--- config.mk ---
export PLATFORM = sky130hd
export DESIGN_NAME = aes_axis_block_packer
export DESIGN_NICKNAME = d
export VERILOG_FILES = /design/src/rtl/aes_ctr_pkg.sv /design/src/rtl/aes_axis_block_packer.sv
export SDC_FILE = /design/constraint.sdc
export NUM_CORES = 1
export LEC_CHECK = 0
export CAP_MARGIN = 20
export CORE_MARGIN = 8
export CORE_UTILIZATION = 48
export DETAILED_ROUTE_END_ITERATION = 8
export PLACE_DENSITY_LB_ADDON = 0.12
export SYNTH_ARGS = -nofsm -noshare
export SYNTH_HDL_FRONTEND = slang
export SYNTH_SLANG_ARGS = --single-unit
--- constraint.sdc ---
create_clock -name clk -period 12.5 [get_ports clk]
set_input_delay 3.75 -clock clk [delete_from_list [all_inputs] [get_ports clk]]
set_output_delay 3.75 -clock clk [all_outputs]
set_load 0.05 [all_outputs]
--- src/rtl/aes_ctr_pkg.sv ---
// Shared definitions for the AES-256 CTR datapath: block/word widths, types and byte reversal.
package aes_ctr_pkg;

    localparam int unsigned BLOCK_W         = 128;
    localparam int unsigned WORD_W          = 32;
    localparam int unsigned WORDS_PER_BLOCK = 4;

    typedef logic [BLOCK_W-1:0] block_t;
    typedef logic [WORD_W-1:0]  word_t;

    function automatic word_t bswap32(input word_t w);
        return {w[7:0], w[15:8], w[23:16], w[31:24]};
    endfunction

endpackage

--- src/rtl/aes_axis_block_packer.sv ---
// Packs 32-bit AXI-Stream words into 128-bit AES blocks with one output holding register.
// Optional build macro: AES_PACK_BYTESWAP_EN (byte-reverse every input word before storing it).
module aes_axis_block_packer
    import aes_ctr_pkg::*;
#(
    parameter int unsigned IN_W  = 32,
    parameter int unsigned OUT_W = 128
) (
    input  logic             clk,
    input  logic             rst,
    input  logic [IN_W-1:0]  s_axis_tdata,
    input  logic             s_axis_tvalid,
    input  logic             s_axis_tlast,
    output logic             s_axis_tready,
    output logic [OUT_W-1:0] m_axis_tdata,
    output logic             m_axis_tvalid,
    output logic             m_axis_tlast,
    input  logic             m_axis_tready,
    output logic [2:0]       m_axis_words,
    output logic [31:0]      blocks_out
);

    localparam int unsigned WORDS = OUT_W / IN_W;
    localparam int unsigned CNT_W = 3;

    if (IN_W != WORD_W || OUT_W != BLOCK_W || WORDS != WORDS_PER_BLOCK) begin : g_bad_width
        $error("aes_axis_block_packer supports only IN_W=32 and OUT_W=128");
    end

    block_t           r_acc;
    logic [1:0]       r_idx;
    logic             r_acc_last;
    logic             r_acc_done;
    logic             r_s_ready;
    block_t           r_m_data;
    logic             r_m_valid;
    logic             r_m_last;
    logic [CNT_W-1:0] r_m_words;
    logic [31:0]      r_blocks;

    word_t            w_word;
    block_t           w_blk;
    logic             w_accept;
    logic             w_drain;
    logic             w_complete;
    logic             w_acc_done_nxt;
    logic [CNT_W-1:0] w_words;

`ifdef AES_PACK_BYTESWAP_EN
    assign w_word = bswap32(word_t'(s_axis_tdata));
`else
    assign w_word = word_t'(s_axis_tdata);
`endif

    assign w_accept   = s_axis_tvalid & r_s_ready;
    assign w_drain    = r_m_valid & m_axis_tready;
    assign w_complete = w_accept & ((r_idx == 2'(WORDS - 1)) | s_axis_tlast);
    assign w_words    = CNT_W'(r_idx) + CNT_W'(1);

    // A waiting block clears only by a drain; a new one waits only if the output cannot take it.
    assign w_acc_done_nxt = r_acc_done ? !w_drain : (w_complete & r_m_valid & !w_drain);

    // Accumulator with the incoming word placed in slot idx; word 0 occupies the top bits.
    always_comb begin
        w_blk = r_acc;
        case (r_idx)
            2'd0:    w_blk[127:96] = w_word;
            2'd1:    w_blk[95:64]  = w_word;
            2'd2:    w_blk[63:32]  = w_word;
            default: w_blk[31:0]   = w_word;
        endcase
    end

    always_ff @(posedge clk or posedge rst) begin
        if (rst) begin
            r_acc      <= '0;
            r_idx      <= '0;
            r_acc_last <= 1'b0;
            r_acc_done <= 1'b0;
            r_s_ready  <= 1'b0;
            r_m_data   <= '0;
            r_m_valid  <= 1'b0;
            r_m_last   <= 1'b0;
            r_m_words  <= '0;
            r_blocks   <= '0;
        end else begin
            r_s_ready <= !w_acc_done_nxt;
            if (w_drain) begin
                r_blocks  <= r_blocks + 32'd1;
                r_m_valid <= 1'b0;
            end
            if (r_acc_done) begin
                if (w_drain) begin
                    r_m_data   <= r_acc;
                    r_m_valid  <= 1'b1;
                    r_m_last   <= r_acc_last;
                    r_m_words  <= w_words;
                    r_acc      <= '0;
                    r_idx      <= '0;
                    r_acc_last <= 1'b0;
                    r_acc_done <= 1'b0;
                end
            end else if (w_complete) begin
                if (!r_m_valid || w_drain) begin
                    r_m_data   <= w_blk;
                    r_m_valid  <= 1'b1;
                    r_m_last   <= s_axis_tlast;
                    r_m_words  <= w_words;
                    r_acc      <= '0;
                    r_idx      <= '0;
                    r_acc_last <= 1'b0;
                end else begin
                    // idx is kept so the word count is still known when the block drains
                    r_acc      <= w_blk;
                    r_acc_last <= s_axis_tlast;
                    r_acc_done <= 1'b1;
                end
            end else if (w_accept) begin
                r_acc <= w_blk;
                r_idx <= r_idx + 2'd1;
            end
        end
    end

    assign s_axis_tready = r_s_ready;
    assign m_axis_tdata  = r_m_data;
    assign m_axis_tvalid = r_m_valid;
    assign m_axis_tlast  = r_m_last;
    assign m_axis_words  = r_m_words;
    assign blocks_out    = r_blocks;

endmodule

==> results of run 1 <==
==> routing by layer <==
metal  share of wire (%)  vias to the layer above  routed length [um]  track usage, %
met5               0.047                        -                  15               0
met4                 1.3                        2                 407            4.83
met3                 6.2                       30                1970            4.44
met2                  47                      228               14900            32.7
met1                  46                     4302               14500            28.3
li1                    -                     4011                   -               -
==> cells in the final DEF, fill, tap and decap left out, drive strengths merged, types with 3 or more instances in the layout <==
| master | instances |
|---|---|
| nand2 | 140 |
| inv | 7 |
| nor2 | 8 |
| nor2b | 5 |
| buf | 12 |
| clkdlybuf4s50 | 202 |
| o21ai | 139 |
| and3 | 6 |
| and4 | 3 |
| mux2 | 4 |
| ha | 5 |
| a22o | 129 |
| clkinv | 3 |
| and2 | 3 |
| clkbuf | 51 |
| xnor2 | 21 |
| dfrtp | 298 |
| nand4 | 16 |
| nand3 | 9 |
| mux2i | 129 |
| xor2 | 10 |
| nor3 | 4 |
==> cell families after synthesis <==
logic type	Yosys count
simple gates	201
fa+ha+maj	5
mux	133
buf+inv	111
compound gates	276
xor+xnor	31
flops	298
==> power groups by stage <==
stage          Combinational (W)  Clock, W  Sequential (W)
3_3_place_gp             0.00188         0         0.00154
2_1_floorplan           0.000652         0         0.00215
6_report                 0.00189  0.000947         0.00153
4_1_cts                  0.00191  0.000967         0.00153
5_1_grt                  0.00201   0.00101         0.00157
3_5_place_dp             0.00190         0         0.00154
==> synthesized netlist by cell type, types with 8 or more instances <==
cell type	instances	share of area, %
o21ai_0	85	3.4
o21ai_1	54	2.2
buf_1	33	1.0
clkbuf_1	36	1.1
xor2_1	10	0.70
a22o_1	129	9.1
xnor2_1	21	1.5
buf_2	34	1.4
nand2_1	140	4.2
nor2_1	8	0.24
nand3_1	9	0.36
dfrtp_1	298	60
nand4_1	15	0.75
mux2i_1	129	10
==> cell type report <==
| type | instances | area [um2] |
|---|---|---|
| multi-input cells | 646 | 4600 |
| flip-flops and latches | 298 | 7460 |
| clock inverters | 5 | 53.8 |
| clock buffers | 50 | 1000 |
| inverters | 6 | 30.0 |
| repair buffers | 215 | 2150 |
| well taps | 335 | 419 |
| fillers | 2095 | 10100 |
==> state kept, by name, indices dropped and copies added (netlist names) <==
signal,flops
r_acc_done,1
m_axis_tvalid,1
m_axis_words,3
r_acc_last,1
m_axis_tdata,128
m_axis_tlast,1
r_idx,2
r_acc,128
blocks_out,32
s_axis_tready,1
==> path summary, 6_finish.rpt <==
path | endpoint | cells past startpoint | slack [ns]
max | m_axis_words[2] | 5 | 6.32
min reg2reg | blocks_out[31] | 1 | 0.47
min | blocks_out[31] | 1 | 0.47
max reg2reg | m_axis_words[2] | 4 | 9.32
min in group asynchronous | m_axis_tdata[68] | 2 | 3.72
max in group asynchronous | r_acc[102] | 3 | 7.34
==> metrics by stage <==
stage | area (um2) | std cells | hold WS, ns | power, W | utilization [%]
floorplan | 12400 | 1055 | 0.465 | 0.00280 | -
global placement | 14600 | 1497 | 0.458 | 0.00342 | 56.7
detailed placement | 14600 | 1497 | 0.470 | 0.00344 | 56.7
CTS | 15700 | 1552 | 0.481 | 0.00441 | 60.8
global route | 15700 | 1555 | 0.505 | 0.00459 | 61.0
finish | 15700 | 1555 | 0.472 | 0.00437 | 61.0
==> worst max-delay path, stage by stage <==
cell and delay (ns):
clkdlybuf4s50_1 0.57, nor2b_2 0.30, a211o_4 0.79, buf_4 0.78, mux2_4 0.35
==> flow_summary.ini, run 1 <==
[outcome]
outcome = finished clean

[power_and_ir_drop]
p_int_w = 0.00255
power_frac_comb_pct = 43.2
p_switching_w = 0.00182
p_leak_nw = 7.11
worst_ir_drop_vdd_uv = 164
p_per_area_mw_per_mm2 = 278
switching_share_pct = 41.6
power_frac_clock_pct = 21.7
seq_power_share_pct = 35.1

[route]
wl_per_cell_um = 20.5
ant_nets = 0
drt_iter0_markers = 507
viasPerCell = 5.51
vias = 8573
route.detailed.drc = 0
routed_wirelength_mm = 31.9
dr.pass1.iters = 4

[sta]
fin_setup_tns_ns = 0
final.setup_skew_ns = 0.0205
max_slew_margin_pct = 25.1
min_period_over_period_pct = 49.4
finalHoldViolations = 0
report.final.slew_viol_count = 0
fmax_mhz = 162
tightest_slew_ns = 1.12
setup_viol = 0
rsz0062_at_grt = no
layout_min_cycle_time_ns = 6.18
setup_slack_ns = 6.32

[global_route]
globalRouteOverflowTotal = 0
grt_pass1_vias = 8850
grt_start_max_net_pins = 150
grt_pass1_wl_mm = 51.3
track_usage_pct = 20.5
antenna_found_initial = 1

[clock_tree]
cts_resized = 0
cts_sinks = 298
post-cts-setup-buffer-count = 0
clock_latency_ns = 0.50
htreeDepth = 2
cts-root-buf = clkbuf_16
cts_hold_buf = 0
cts_tree = yes
clock_path_buffers = 3
cts_buffers = 34
clkTransAtPathRegs_ns = 0.06

[synthesis]
synthFlopType = dfrtp_1
synthAdderAreaFrac_pct = 0.503
synth-compound-area-share_pct = 15.2
synth_top_family_by_area = compound AO/OA/AOI/OAI gates
seq_area_frac_synth_pct = 60.0
synthMuxAreaShare_pct = 10.8
ys_types = 37
yosys.area_share.simple_pct = 7.52
synthXorXnorAreaFrac_pct = 2.18
synth_edf_count = 0
synthesis.area_mm2 = 0.0124
async_reset_ff_share_pct = 100
synth_fp_nets = 1097
yosysWarnings = 0
ys_ff_latch = 298
netlist_instances = 1055
postSynthAreaPerCell_um2 = 11.8

[floorplanning]
core_mm2 = 0.0258
floorplan.rows = 59
die_area_mm2 = 0.0313
ios = 203
die_y_um = 177
start_util_pct = 48.3
die_w_um = 177

[cells_and_area]
drive_gt1_share_pct = 6.89
antenna_cells = 0
area_growth_pct = 26.4
final_nets = 1243

[run]
cap_violations = 0

[setup_path]
critPathLaunch = m_axis_tready
reg2reg_from = r_acc_done
cp-end-kind = flop
crit_path_start_kind = input pin
cp.arrival_ns = 6.56
cp_data_required_time_ns = 12.89
crit_fanout = 111
criticalPathCategory = in -> reg

[placed_design]
gp_congestion = 0.783
post-place-ws_ns = 5.78
dpl.hpwl_mm = 19.9
port_buffers = 202

[min_path]
min_path_type = reg -> reg
worstHoldStart = blocks_out[31]
(Power assumes the default switching activity.)
==> inputs of run 2 (changes only) <==
==> constraint.sdc (replaced) <==
create_clock -name clk -period 5 [get_ports clk]
set_input_delay 1.5 -clock clk [delete_from_list [all_inputs] [get_ports clk]]
set_output_delay 1.5 -clock clk [all_outputs]
set_load 0.05 [all_outputs]
==> flow_summary.ini, run 2 (same netlist as run 1, synthesis figures left out) <==
[outcome]
outcome = finished clean

[clock_tree]
clock_latency_ns = 0.55
cts-root-buf = clkbuf_16
clkTransAtPathRegs_ns = 0.06
post-cts-setup-buffer-count = 0
cts_tree = yes
cts_buffers = 31
cts_sinks = 298
cts_hold_buf = 0
cts_resized = 0
htreeDepth = 1
clock_path_buffers = 3

[global_route]
grt_start_max_net_pins = 111
track_usage_pct = 20.2
globalRouteOverflowTotal = 0
grt_pass1_vias = 8902
antenna_found_initial = 1
grt_pass1_wl_mm = 51.1

[sta]
setup_viol = 0
max_slew_margin_pct = 26.6
min_period_over_period_pct = 69.2
fmax_mhz = 289
rsz0062_at_grt = no
layout_min_cycle_time_ns = 3.46
finalHoldViolations = 0
tightest_slew_ns = 1.10
final.setup_skew_ns = 0.0128
report.final.slew_viol_count = 0

[cells_and_area]
fin_area_mm2 = 0.0157
antenna_cells = 0
area_growth_pct = 26.6
layout_common_cells = dfrtp_1, clkdlybuf4s50_1, nand2_1
final_cells = 1560
final_common_cell = dfrtp_1
drive_gt1_share_pct = 7.35
final_nets = 1245
fillers = 2125
fin_util_pct = 61.1

[power_and_ir_drop]
worst_ir_drop_vdd_uv = 475
power_w = 0.0108
p_leak_nw = 7.12
p_per_area_mw_per_mm2 = 689

[setup_path]
criticalPathCategory = reg -> out
slowest_stage = clkdlybuf4s50_1
crit_path_start_kind = flop
cp.arrival_ns = 1.96
reg2reg_from = r_idx[1]
critPathLaunch = m_axis_tvalid
cp-end-kind = output pin
worst_path_largest_cell_delay_ns = 0.88
crit_chain = clkdlybuf4s50_1
cpLargestDelayFamily = buffers and inverters
crit_fanout = 10
path_buf_inv = 1
cp_data_required_time_ns = 3.50

[floorplanning]
core_mm2 = 0.0258
start_util_pct = 48.3
ios = 203
die_w_um = 177
die_y_um = 177
floorplan.rows = 59
die_area_mm2 = 0.0313

[route]
dr.pass1.iters = 5
route.detailed.drc = 0
vias = 8660
drt_iter0_markers = 573
wl_per_cell_um = 20.3
ant_nets = 0
viasPerCell = 5.55
routed_wirelength_mm = 31.7

[min_path]
min_path_type = reg -> reg
worstHoldStart = m_axis_tdata[101]

[placed_design]
port_buffers = 202
placed_cell_area_mm2 = 0.0147
dp_cells = 1504
dpl.hpwl_mm = 20.6
gp_congestion = 0.787

[run]
cap_violations = 0
[run 2: changes by cell type in the layout (fill, tap and decap cells not counted), sizes merged]
cell and delta:
clkinvlp +1, buf +6, clkinv +4, clkbuf -5
inv -2, bufinv +1
[run 2: final cells by class]
cell class	count	area, um2	share of cell area, %
Clock buffer	46	912	5.79
Clock inverter	9	95.1	0.604
Inverter	6	26.3	0.167
Multi-Input combinational cell	646	4600	29.2
Sequential cell	298	7460	47.4
Tap cell	335	419	2.66
Timing Repair Buffer	220	2230	14.2
[run 2: routing by layer]
metal  wire [um]  vias to the layer above  part of all wire, %  global-route usage (%)
met5          13                        -                0.041                       0
met4         479                        2                  1.5                    4.10
met3        1830                       40                  5.8                    3.84
met2       15000                      222                   47                    33.1
met1       14400                     4364                   45                    27.9
li1            -                     4032                    -                       -
[run 2: worst paths after layout]
kind	depth (start not counted)	slack [ns]	endpoint
max	1	1.54	m_axis_tvalid
min	2	0.47	m_axis_tdata[101]
max reg2reg	6	2.51	r_acc[24]
min reg2reg	2	0.47	m_axis_tdata[101]
max in group asynchronous	3	2.94	m_axis_tdata[52]
min in group asynchronous	3	1.49	r_acc[70]
[run 2: where the power goes]
group | switching, W | internal [W] | leakage (nW)
clock network | 0.000923 | 0.00135 | 0.503
logic | 0.00304 | 0.00169 | 2.63
registers | 0.000564 | 0.00327 | 3.99
[run 2: stage by stage]
stage | setup WS, ns | TNS [ns] | hold WS (ns)
final | 1.54 | 0 | 0.474
after global routing | 1.49 | 0 | 0.510
after floorplan | -0.459 | -136.81 | 0.465
after CTS | 1.47 | 0 | 0.483
after detailed placement | 0.887 | 0 | 0.470
after global placement | 0.950 | 0 | 0.460
